<file path="config.mk">
export PLATFORM = sky130hd
export DESIGN_NAME = lake_port_harness
export DESIGN_NICKNAME = d
export VERILOG_FILES = /design/src/rtl/lake_harness_pkg.sv /design/src/rtl/lake_harness_capture_mem.sv /design/src/rtl/lake_port_harness.sv
export SDC_FILE = /design/constraint.sdc
export NUM_CORES = 1
export LEC_CHECK = 0
export ABC_AREA = 1
export CAP_MARGIN = 10
export CORE_UTILIZATION = 45
export CTS_CLUSTER_SIZE = 8
export DETAILED_ROUTE_END_ITERATION = 8
export GPL_TIMING_DRIVEN = 0
export HOLD_SLACK_MARGIN = 0.02
export PLACE_DENSITY = 0.76
export SYNTH_ARGS = -nofsm -noshare
export SYNTH_HDL_FRONTEND = slang
export SYNTH_SLANG_ARGS = --single-unit
</file>
<file path="constraint.sdc">
create_clock -name clk -period 3.8 [get_ports clk]
set_clock_uncertainty 0.1 [all_clocks]
set_input_delay 0.76 -clock clk [delete_from_list [all_inputs] [get_ports clk]]
set_output_delay 0.76 -clock clk [all_outputs]
set_load 0.03 [all_outputs]
</file>
<file path="src/rtl/lake_harness_pkg.sv">
// Shared types for the lakespec port harness: run state, error codes and port limits.
// The optional capture RAMs are enabled by defining LAKE_HARNESS_CAPTURE_EN.
package lake_harness_pkg;

  localparam int MAX_PORTS  = 8;
  localparam int ERR_PORT_W = 3;

  typedef enum logic [1:0] {
    ST_IDLE = 2'd0,
    ST_RUN  = 2'd1,
    ST_DONE = 2'd2,
    ST_FAIL = 2'd3
  } state_t;

  typedef enum logic [1:0] {
    ERR_NONE    = 2'd0,
    ERR_OVERRUN = 2'd1,
    ERR_TIMEOUT = 2'd2
  } err_t;

endpackage

</file>
<file path="src/rtl/lake_harness_capture_mem.sv">
// Single-write, single-read synchronous RAM holding captured read-port words.
// Instantiated per read port only when LAKE_HARNESS_CAPTURE_EN is defined.
module lake_harness_capture_mem #(
  parameter int DATA_WIDTH = 16,
  parameter int DEPTH      = 256,
  localparam int AW        = (DEPTH > 1) ? $clog2(DEPTH) : 1
) (
  input  logic                  clk,
  input  logic                  i_rst,
  input  logic                  i_wr_en,
  input  logic [AW-1:0]         i_wr_addr,
  input  logic [DATA_WIDTH-1:0] i_wr_data,
  input  logic [AW-1:0]         i_rd_addr,
  output logic [DATA_WIDTH-1:0] o_rd_data
);

  logic [DATA_WIDTH-1:0] r_mem [DEPTH];
  logic [DATA_WIDTH-1:0] r_rd_data;

  always_ff @(posedge clk) begin
    if (i_wr_en) begin
      r_mem[i_wr_addr] <= i_wr_data;
    end
  end

  // Only the output register is reset; array contents survive reset.
  always_ff @(posedge clk) begin
    if (i_rst) begin
      r_rd_data <= '0;
    end else begin
      r_rd_data <= r_mem[i_rd_addr];
    end
  end

  assign o_rd_data = r_rd_data;

endmodule

</file>
<file path="src/rtl/lake_port_harness.sv">
// Multi-port ramp-write / capture-read traffic harness for lakespec tiles.
// Define LAKE_HARNESS_CAPTURE_EN to build per-read-port capture RAMs behind cap_data.
module lake_port_harness
  import lake_harness_pkg::*;
#(
  parameter int DATA_WIDTH    = 16,
  parameter int NUM_WR        = 2,
  parameter int NUM_RD        = 2,
  parameter int CNT_WIDTH     = 16,
  parameter int MAX_CYCLES    = 200,
  parameter int CAPTURE_DEPTH = 256,
  localparam int SEL_W        = (NUM_RD > 1) ? $clog2(NUM_RD) : 1,
  localparam int ADDR_W       = (CAPTURE_DEPTH > 1) ? $clog2(CAPTURE_DEPTH) : 1
) (
  input  logic                            clk,
  input  logic                            rst,
  input  logic                            start,
  input  logic                            static_mode,
  input  logic [CNT_WIDTH-1:0]            rd_start_delay,
  input  logic [NUM_WR*CNT_WIDTH-1:0]     wr_num_data,
  input  logic [NUM_RD*CNT_WIDTH-1:0]     rd_num_data,
  output logic [NUM_WR*DATA_WIDTH-1:0]    wr_data,
  output logic [NUM_WR-1:0]               wr_valid,
  input  logic [NUM_WR-1:0]               wr_ready,
  input  logic [NUM_RD*DATA_WIDTH-1:0]    rd_data,
  input  logic [NUM_RD-1:0]               rd_valid,
  output logic [NUM_RD-1:0]               rd_ready,
  input  logic [SEL_W-1:0]                cap_sel,
  input  logic [ADDR_W-1:0]               cap_addr,
  output logic [DATA_WIDTH-1:0]           cap_data,
  output logic [NUM_RD*CNT_WIDTH-1:0]     rd_count,
  output logic [CNT_WIDTH-1:0]            cycle_count,
  output logic                            done,
  output logic                            pass,
  output logic [1:0]                      err_code,
  output logic [ERR_PORT_W-1:0]           err_port
);

  localparam logic [CNT_WIDTH-1:0] CNT_ONE   = CNT_WIDTH'(1);
  localparam logic [CNT_WIDTH-1:0] CYC_LAST  = CNT_WIDTH'(MAX_CYCLES - 1);

  state_t                 r_state;
  logic [CNT_WIDTH-1:0]   r_wr_cnt    [NUM_WR];
  logic [CNT_WIDTH-1:0]   r_wr_target [NUM_WR];
  logic [CNT_WIDTH-1:0]   r_rd_cnt    [NUM_RD];
  logic [CNT_WIDTH-1:0]   r_rd_target [NUM_RD];
  logic [CNT_WIDTH-1:0]   r_delay;
  logic [CNT_WIDTH-1:0]   r_cycle_count;
  logic                   r_static;
  logic                   r_done;
  logic                   r_pass;
  err_t                   r_err_code;
  logic [ERR_PORT_W-1:0]  r_err_port;

  logic                   w_run;
  logic                   w_rd_window;
  logic                   w_all_done;
  logic                   w_timeout;
  logic [NUM_WR-1:0]      w_wr_pending;
  logic [NUM_WR-1:0]      w_wr_fire;
  logic [NUM_RD-1:0]      w_rd_pending;
  logic [NUM_RD-1:0]      w_rd_fire;
  logic [NUM_RD-1:0]      w_overrun;
  logic [ERR_PORT_W-1:0]  w_overrun_port;

  // Targets and mode are latched at start so handshake outputs depend on registers only.
  assign w_run       = (r_state == ST_RUN);
  assign w_rd_window = (r_cycle_count >= r_delay);
  assign w_all_done  = ~|w_wr_pending && ~|w_rd_pending;
  assign w_timeout   = (r_cycle_count >= CYC_LAST);

  genvar gi;
  generate
    for (gi = 0; gi < NUM_WR; gi++) begin : g_wr
      assign w_wr_pending[gi] = (r_wr_cnt[gi] < r_wr_target[gi]);
      assign wr_valid[gi]     = w_run && w_wr_pending[gi];
      assign wr_data[gi*DATA_WIDTH +: DATA_WIDTH] = DATA_WIDTH'({r_wr_cnt[gi], 1'b0});
      assign w_wr_fire[gi]    = wr_valid[gi] && wr_ready[gi];
    end

    for (gi = 0; gi < NUM_RD; gi++) begin : g_rd
      assign w_rd_pending[gi] = (r_rd_cnt[gi] < r_rd_target[gi]);
      assign rd_ready[gi]     = w_run && w_rd_window && (r_static || w_rd_pending[gi]);
      assign w_rd_fire[gi]    = rd_ready[gi] && rd_valid[gi];
      assign w_overrun[gi]    = w_run && !r_static && rd_valid[gi] && !w_rd_pending[gi];
      assign rd_count[gi*CNT_WIDTH +: CNT_WIDTH] = r_rd_cnt[gi];
    end
  endgenerate

  always_comb begin
    w_overrun_port = '0;
    for (int j = NUM_RD - 1; j >= 0; j--) begin
      if (w_overrun[j] && (j < MAX_PORTS)) begin
        w_overrun_port = ERR_PORT_W'(j);
      end
    end
  end

  always_ff @(posedge clk) begin
    if (rst) begin
      r_state       <= ST_IDLE;
      r_cycle_count <= '0;
      r_delay       <= '0;
      r_static      <= 1'b0;
      r_done        <= 1'b0;
      r_pass        <= 1'b0;
      r_err_code    <= ERR_NONE;
      r_err_port    <= '0;
      for (int i = 0; i < NUM_WR; i++) begin
        r_wr_cnt[i]    <= '0;
        r_wr_target[i] <= '0;
      end
      for (int j = 0; j < NUM_RD; j++) begin
        r_rd_cnt[j]    <= '0;
        r_rd_target[j] <= '0;
      end
    end else begin
      case (r_state)
        ST_RUN: begin
          r_cycle_count <= r_cycle_count + CNT_ONE;
          for (int i = 0; i < NUM_WR; i++) begin
            if (w_wr_fire[i]) r_wr_cnt[i] <= r_wr_cnt[i] + CNT_ONE;
          end
          for (int j = 0; j < NUM_RD; j++) begin
            if (w_rd_fire[j] && (r_rd_cnt[j] != '1)) r_rd_cnt[j] <= r_rd_cnt[j] + CNT_ONE;
          end
          // Over-run beats completion, which beats timeout.
          if (|w_overrun) begin
            r_state    <= ST_FAIL;
            r_done     <= 1'b1;
            r_pass     <= 1'b0;
            r_err_code <= ERR_OVERRUN;
            r_err_port <= w_overrun_port;
          end else if (!r_static && w_all_done) begin
            r_state <= ST_DONE;
            r_done  <= 1'b1;
            r_pass  <= 1'b1;
          end else if (w_timeout) begin
            r_done <= 1'b1;
            if (r_static) begin
              r_state <= ST_DONE;
              r_pass  <= 1'b1;
            end else begin
              r_state    <= ST_FAIL;
              r_pass     <= 1'b0;
              r_err_code <= ERR_TIMEOUT;
            end
          end
        end
        default: begin
          if (start) begin
            r_state       <= ST_RUN;
            r_cycle_count <= '0;
            r_delay       <= rd_start_delay;
            r_static      <= static_mode;
            r_done        <= 1'b0;
            r_pass        <= 1'b0;
            r_err_code    <= ERR_NONE;
            r_err_port    <= '0;
            for (int i = 0; i < NUM_WR; i++) begin
              r_wr_cnt[i]    <= '0;
              r_wr_target[i] <= wr_num_data[i*CNT_WIDTH +: CNT_WIDTH];
            end
            for (int j = 0; j < NUM_RD; j++) begin
              r_rd_cnt[j]    <= '0;
              r_rd_target[j] <= rd_num_data[j*CNT_WIDTH +: CNT_WIDTH];
            end
          end
        end
      endcase
    end
  end

  assign cycle_count = r_cycle_count;
  assign done        = r_done;
  assign pass        = r_pass;
  assign err_code    = r_err_code;
  assign err_port    = r_err_port;

`ifdef LAKE_HARNESS_CAPTURE_EN
  logic [DATA_WIDTH-1:0] w_cap_rd [NUM_RD];
  logic [SEL_W-1:0]      r_cap_sel;

  generate
    for (gi = 0; gi < NUM_RD; gi++) begin : g_cap
      lake_harness_capture_mem #(
        .DATA_WIDTH (DATA_WIDTH),
        .DEPTH      (CAPTURE_DEPTH)
      ) u_mem (
        .clk       (clk),
        .i_rst     (rst),
        .i_wr_en   (w_rd_fire[gi] && ({1'b0, r_rd_cnt[gi]} < (CNT_WIDTH+1)'(CAPTURE_DEPTH))),
        .i_wr_addr (ADDR_W'(r_rd_cnt[gi])),
        .i_wr_data (rd_data[gi*DATA_WIDTH +: DATA_WIDTH]),
        .i_rd_addr (cap_addr),
        .o_rd_data (w_cap_rd[gi])
      );
    end
  endgenerate

  // Select is registered alongside the RAM read so both line up one cycle later.
  always_ff @(posedge clk) begin
    if (rst) begin
      r_cap_sel <= '0;
    end else begin
      r_cap_sel <= cap_sel;
    end
  end

  assign cap_data = (32'(r_cap_sel) < NUM_RD) ? w_cap_rd[r_cap_sel] : '0;
`else
  logic w_unused_cap;
  assign w_unused_cap = ^{cap_sel, cap_addr, rd_data};
  assign cap_data     = '0;
`endif

endmodule

</file>
==> results of run 1 <==
cell usage after synthesis (2+ instances only):
| cell type | instances | area share (%) |
|---|---|---|
| nor3_2 | 4 | 0.41 |
| inv_1 | 216 | 8.3 |
| nand3_1 | 56 | 2.9 |
| clkbuf_1 | 12 | 0.46 |
| nor3b_1 | 12 | 0.92 |
| ha_1 | 81 | 10 |
| nand4_1 | 12 | 0.77 |
| buf_2 | 4 | 0.20 |
| o21ai_0 | 29 | 1.5 |
| nand3_2 | 2 | 0.20 |
| o31ai_1 | 2 | 0.15 |
| xnor2_1 | 16 | 1.4 |
| buf_6 | 2 | 0.23 |
| inv_2 | 2 | 0.077 |
| and3_1 | 2 | 0.13 |
| nand2_1 | 144 | 5.5 |
| xor2_1 | 22 | 2.0 |
| o21ai_1 | 2 | 0.10 |
| a21oi_1 | 51 | 2.6 |
| nor2_1 | 165 | 6.3 |
| nor2_4 | 2 | 0.23 |
| nor2_2 | 14 | 0.89 |
| a211oi_1 | 4 | 0.31 |
| a32oi_1 | 3 | 0.27 |
| nor4_1 | 2 | 0.13 |
| a31oi_1 | 4 | 0.26 |
| nor3_1 | 12 | 0.61 |
| nand2_2 | 2 | 0.13 |
| edfxtp_1 | 128 | 39 |
| buf_4 | 50 | 3.8 |
| nor3b_2 | 2 | 0.26 |
| dfxtp_1 | 39 | 8.0 |
cell usage in the layout, fill, tap and decap left out, types with 16 or more instances in the layout:
cell	n
a21oi_1	51
buf_4	50
clkbuf_16	17
clkdlybuf4s50_1	170
conb_1	20
dfxtp_1	39
edfxtp_1	128
ha_1	81
inv_1	216
nand2_1	144
nand3_1	56
nor2_1	165
o21ai_0	29
xnor2_1	16
xor2_1	22
worst max path at each step:
| stage | from | cells after the start | end | slack [ns] |
|---|---|---|---|---|
| 5_1_grt | cycle_count[14]$_SDFFE_PP0P_ | 10 | rd_ready[0] | 0.09 |
| 3_5_place_dp | r_rd_cnt[0][5]$_SDFFCE_PP0P_ | 9 | rd_ready[0] | 0.47 |
| 2_1_floorplan | r_state[1]$_SDFFE_PP0P_ | 7 | r_rd_target[0][0]$_SDFFCE_PN0P_ | 0.18 |
| 3_3_place_gp | start | 6 | r_wr_target[0][9]$_SDFFCE_PN0P_ | -1.58 |
| 6_report | r_rd_cnt[0][5]$_SDFFCE_PP0P_ | 9 | rd_ready[0] | 0.30 |
| 4_1_cts | r_rd_cnt[0][21]$_SDFFCE_PP0P_ | 9 | rd_ready[1] | 0.05 |
cell type report:
type                            instances  area, µm²  area share [%]
Tap cell                              275        344            2.76
Timing Repair Buffer                  174       1760            14.1
Inverter                              218        818            6.55
Clock inverter                         11       60.1           0.481
Buffer                                 70        485            3.89
Clock buffer                           21        450            3.61
Sequential cell                       167       4620            37.0
Multi-Input combinational cell        677       3950            31.6
state kept, by name, indices dropped and copies added, names as in the netlist:
register,flops
cycle_count,16
err_code,2
err_port,1
pass,1
r_delay,16
r_rd_cnt,32
r_rd_target,32
r_state,2
r_static,1
r_wr_cnt,32
r_wr_target,32
logic make-up after synthesis:
logic type      count (synthesis)  share of synthesized area, %
xor+xnor                       38                          3.40
simple gates                  437                          20.1
buf+inv                       288                          13.3
compound gates                101                          5.71
fa+ha+maj                      81                          10.3
other cells                     1                        0.0383
flops                         167                          47.2
per-layer routing:
layer	share of wire (%)	GRT usage, %
met2	48	36.1
met4	2.5	8.21
met3	7.0	5.46
met1	42	25.3
met5	0	0
where the power goes:
group / leakage, nW / switching (W) / internal (W)
Clock: 0.247 / 0.000701 / 0.000840
Sequential: 1.72 / 0.000141 / 0.00216
Combinational: 3.57 / 0.000707 / 0.000504
worst reg2reg max path, stage by stage, from the launching register on:
cell and delay (ns):
edfxtp_1 0.47, ha_1 0.35, a21oi_1 0.15, nor2_1 0.05
nor3_1 0.13, nand2_1 0.09, nand2_1 0.06, nand2_1 0.11
a21oi_1 0.36, nand3b_2 0.15, nand2_1 0.52
per-stage QoR:
stage	total power (W)	cell area (µm²)	TNS [ns]	hold slack (ns)	worst slack, ns
floorplan	0.00309	9870	0	0.323	0.176
global placement	0.00352	11900	-114.63	0.331	-1.58
detailed placement	0.00356	12000	0	0.344	0.469
CTS	0.00509	12500	0	0.351	0.0489
global route	0.00532	12500	0	0.397	0.0917
finish	0.00506	12500	0	0.350	0.300
==> metrics.cfg, run 1 <==
[grt]
grt_pass1_wl_mm = 36.7
grt_max_degree = 42
grt_usage_pct = 21.1
grt.overflow.total = 0
first_global_vias = 7678
antenna_found_initial = 0

[timing]
tightest_slew_ns = 0.739
setup_viol = 0
slew_headroom_pct = 50.6
finalHoldViolCount = 0
drv_slew = 0
period_share_pct = 92.1
final.min_clock_period_ns = 3.50
max_freq_mhz = 286
rsz0062_at_grt = false

[worst_setup_path]
worst_ep_required_time_ns = 2.94
critPathMaxStageDelay_ns = 0.47
crit_chain = ha_1, a21oi_1, nor2_1, nor3_1, nand2_1, nand2_1, nand2_1, a21oi_1, dlygate4sd2_1
crit_path_frequent_cell = nand2_1
path_class = reg -> out
reg2reg_to = r_rd_cnt[0][1]$_SDFFCE_PP0P_
cp_max_fo = 5
path_buf_inv = 1
start_kind = flop
slowest_stage = edfxtp_1
rrSetupSlack_ns = 0.90
cp-end-kind = output port
rr_worst_depth = 10
timing.rr.start = r_rd_cnt[0][5]$_SDFFCE_PP0P_
arrival_ns = 2.64
cp_top_family = compound AO/OA/AOI/OAI gates

[logic_synthesis]
ys_async_sr_fraction_pct = 0
synthCells = 1113
syn_area_um2 = 9800
ys.flop_type = edfxtp_1
synth_edf_count = 128
yosysUniqueCellTypes = 47
yosysWarnings = 0
syn_area_per_cell_um2 = 8.81
seq_area_frac_synth_pct = 47.2
ys_ff_latch = 167

[layout]
area_growth_pct = 27.4
antenna_cells = 0
stdcell_count = 1613
nFillCells = 1862
final_util_pct = 59.0
drive_above_1_share_pct = 8.97
nets = 1535

[run_status]
status = finished, final reports clean

[floorplanning]
fp.dieW_um = 150
start_util_pct = 46.3
core_area_um2 = 21200
die-area_um2 = 22400
design.portCount = 236
num_rows = 53
die_h_um = 150

[detailed_routing]
wl_mm = 22.3
vias = 7800
drtAntennaViolNets = 0
drc = 0
drt_iter0_markers = 384
dr.pass1.iters = 4
post_drt_wl_per_cell_um = 13.8
via_per_inst = 4.84

[placement]
dp_hpwl_mm = 16.8
dpl.cell_count = 1581
place_congestion = 0.913
port_buffers = 173

[worst_hold_path]
hold-path-endpoint = err_code[1]$_SDFFE_PP0P_
hp-start = err_code[1]$_SDFFE_PP0P_
min_delay_path_depth = 2
holdCritPathClass = reg -> reg

[clocking]
cts_tree = done
htree_levels = 4
cts_buffers = 17
post_cts_buffers = 0
root_buffer = clkbuf_16
cts_resized = 1
clock_sinks = 167
clock_latency_ns = 0.42
postCtsHoldBufs = 0
clockBufferDepth = 2
clk_pin_slew_ns = 0.06

[power_and_ir_drop]
irDropWorstVdd_uv = 311
p_per_area_nw_per_um2 = 405
p_leak_nw = 5.53

[job]
maxCapViolations = 0

(Power assumes the default switching activity.)
==> run 2, diff against run 1 <==
--- a/config.mk
+++ b/config.mk
@@ -6,7 +6,7 @@
 export NUM_CORES = 1
 export LEC_CHECK = 0
 export ABC_AREA = 1
-export CAP_MARGIN = 10
+export CAP_MARGIN = 5
 export CORE_UTILIZATION = 45
 export CTS_CLUSTER_SIZE = 8
 export DETAILED_ROUTE_END_ITERATION = 8
==> results of run 2 <==
The final DEF is identical to that of run 1; final timing and power are the same.
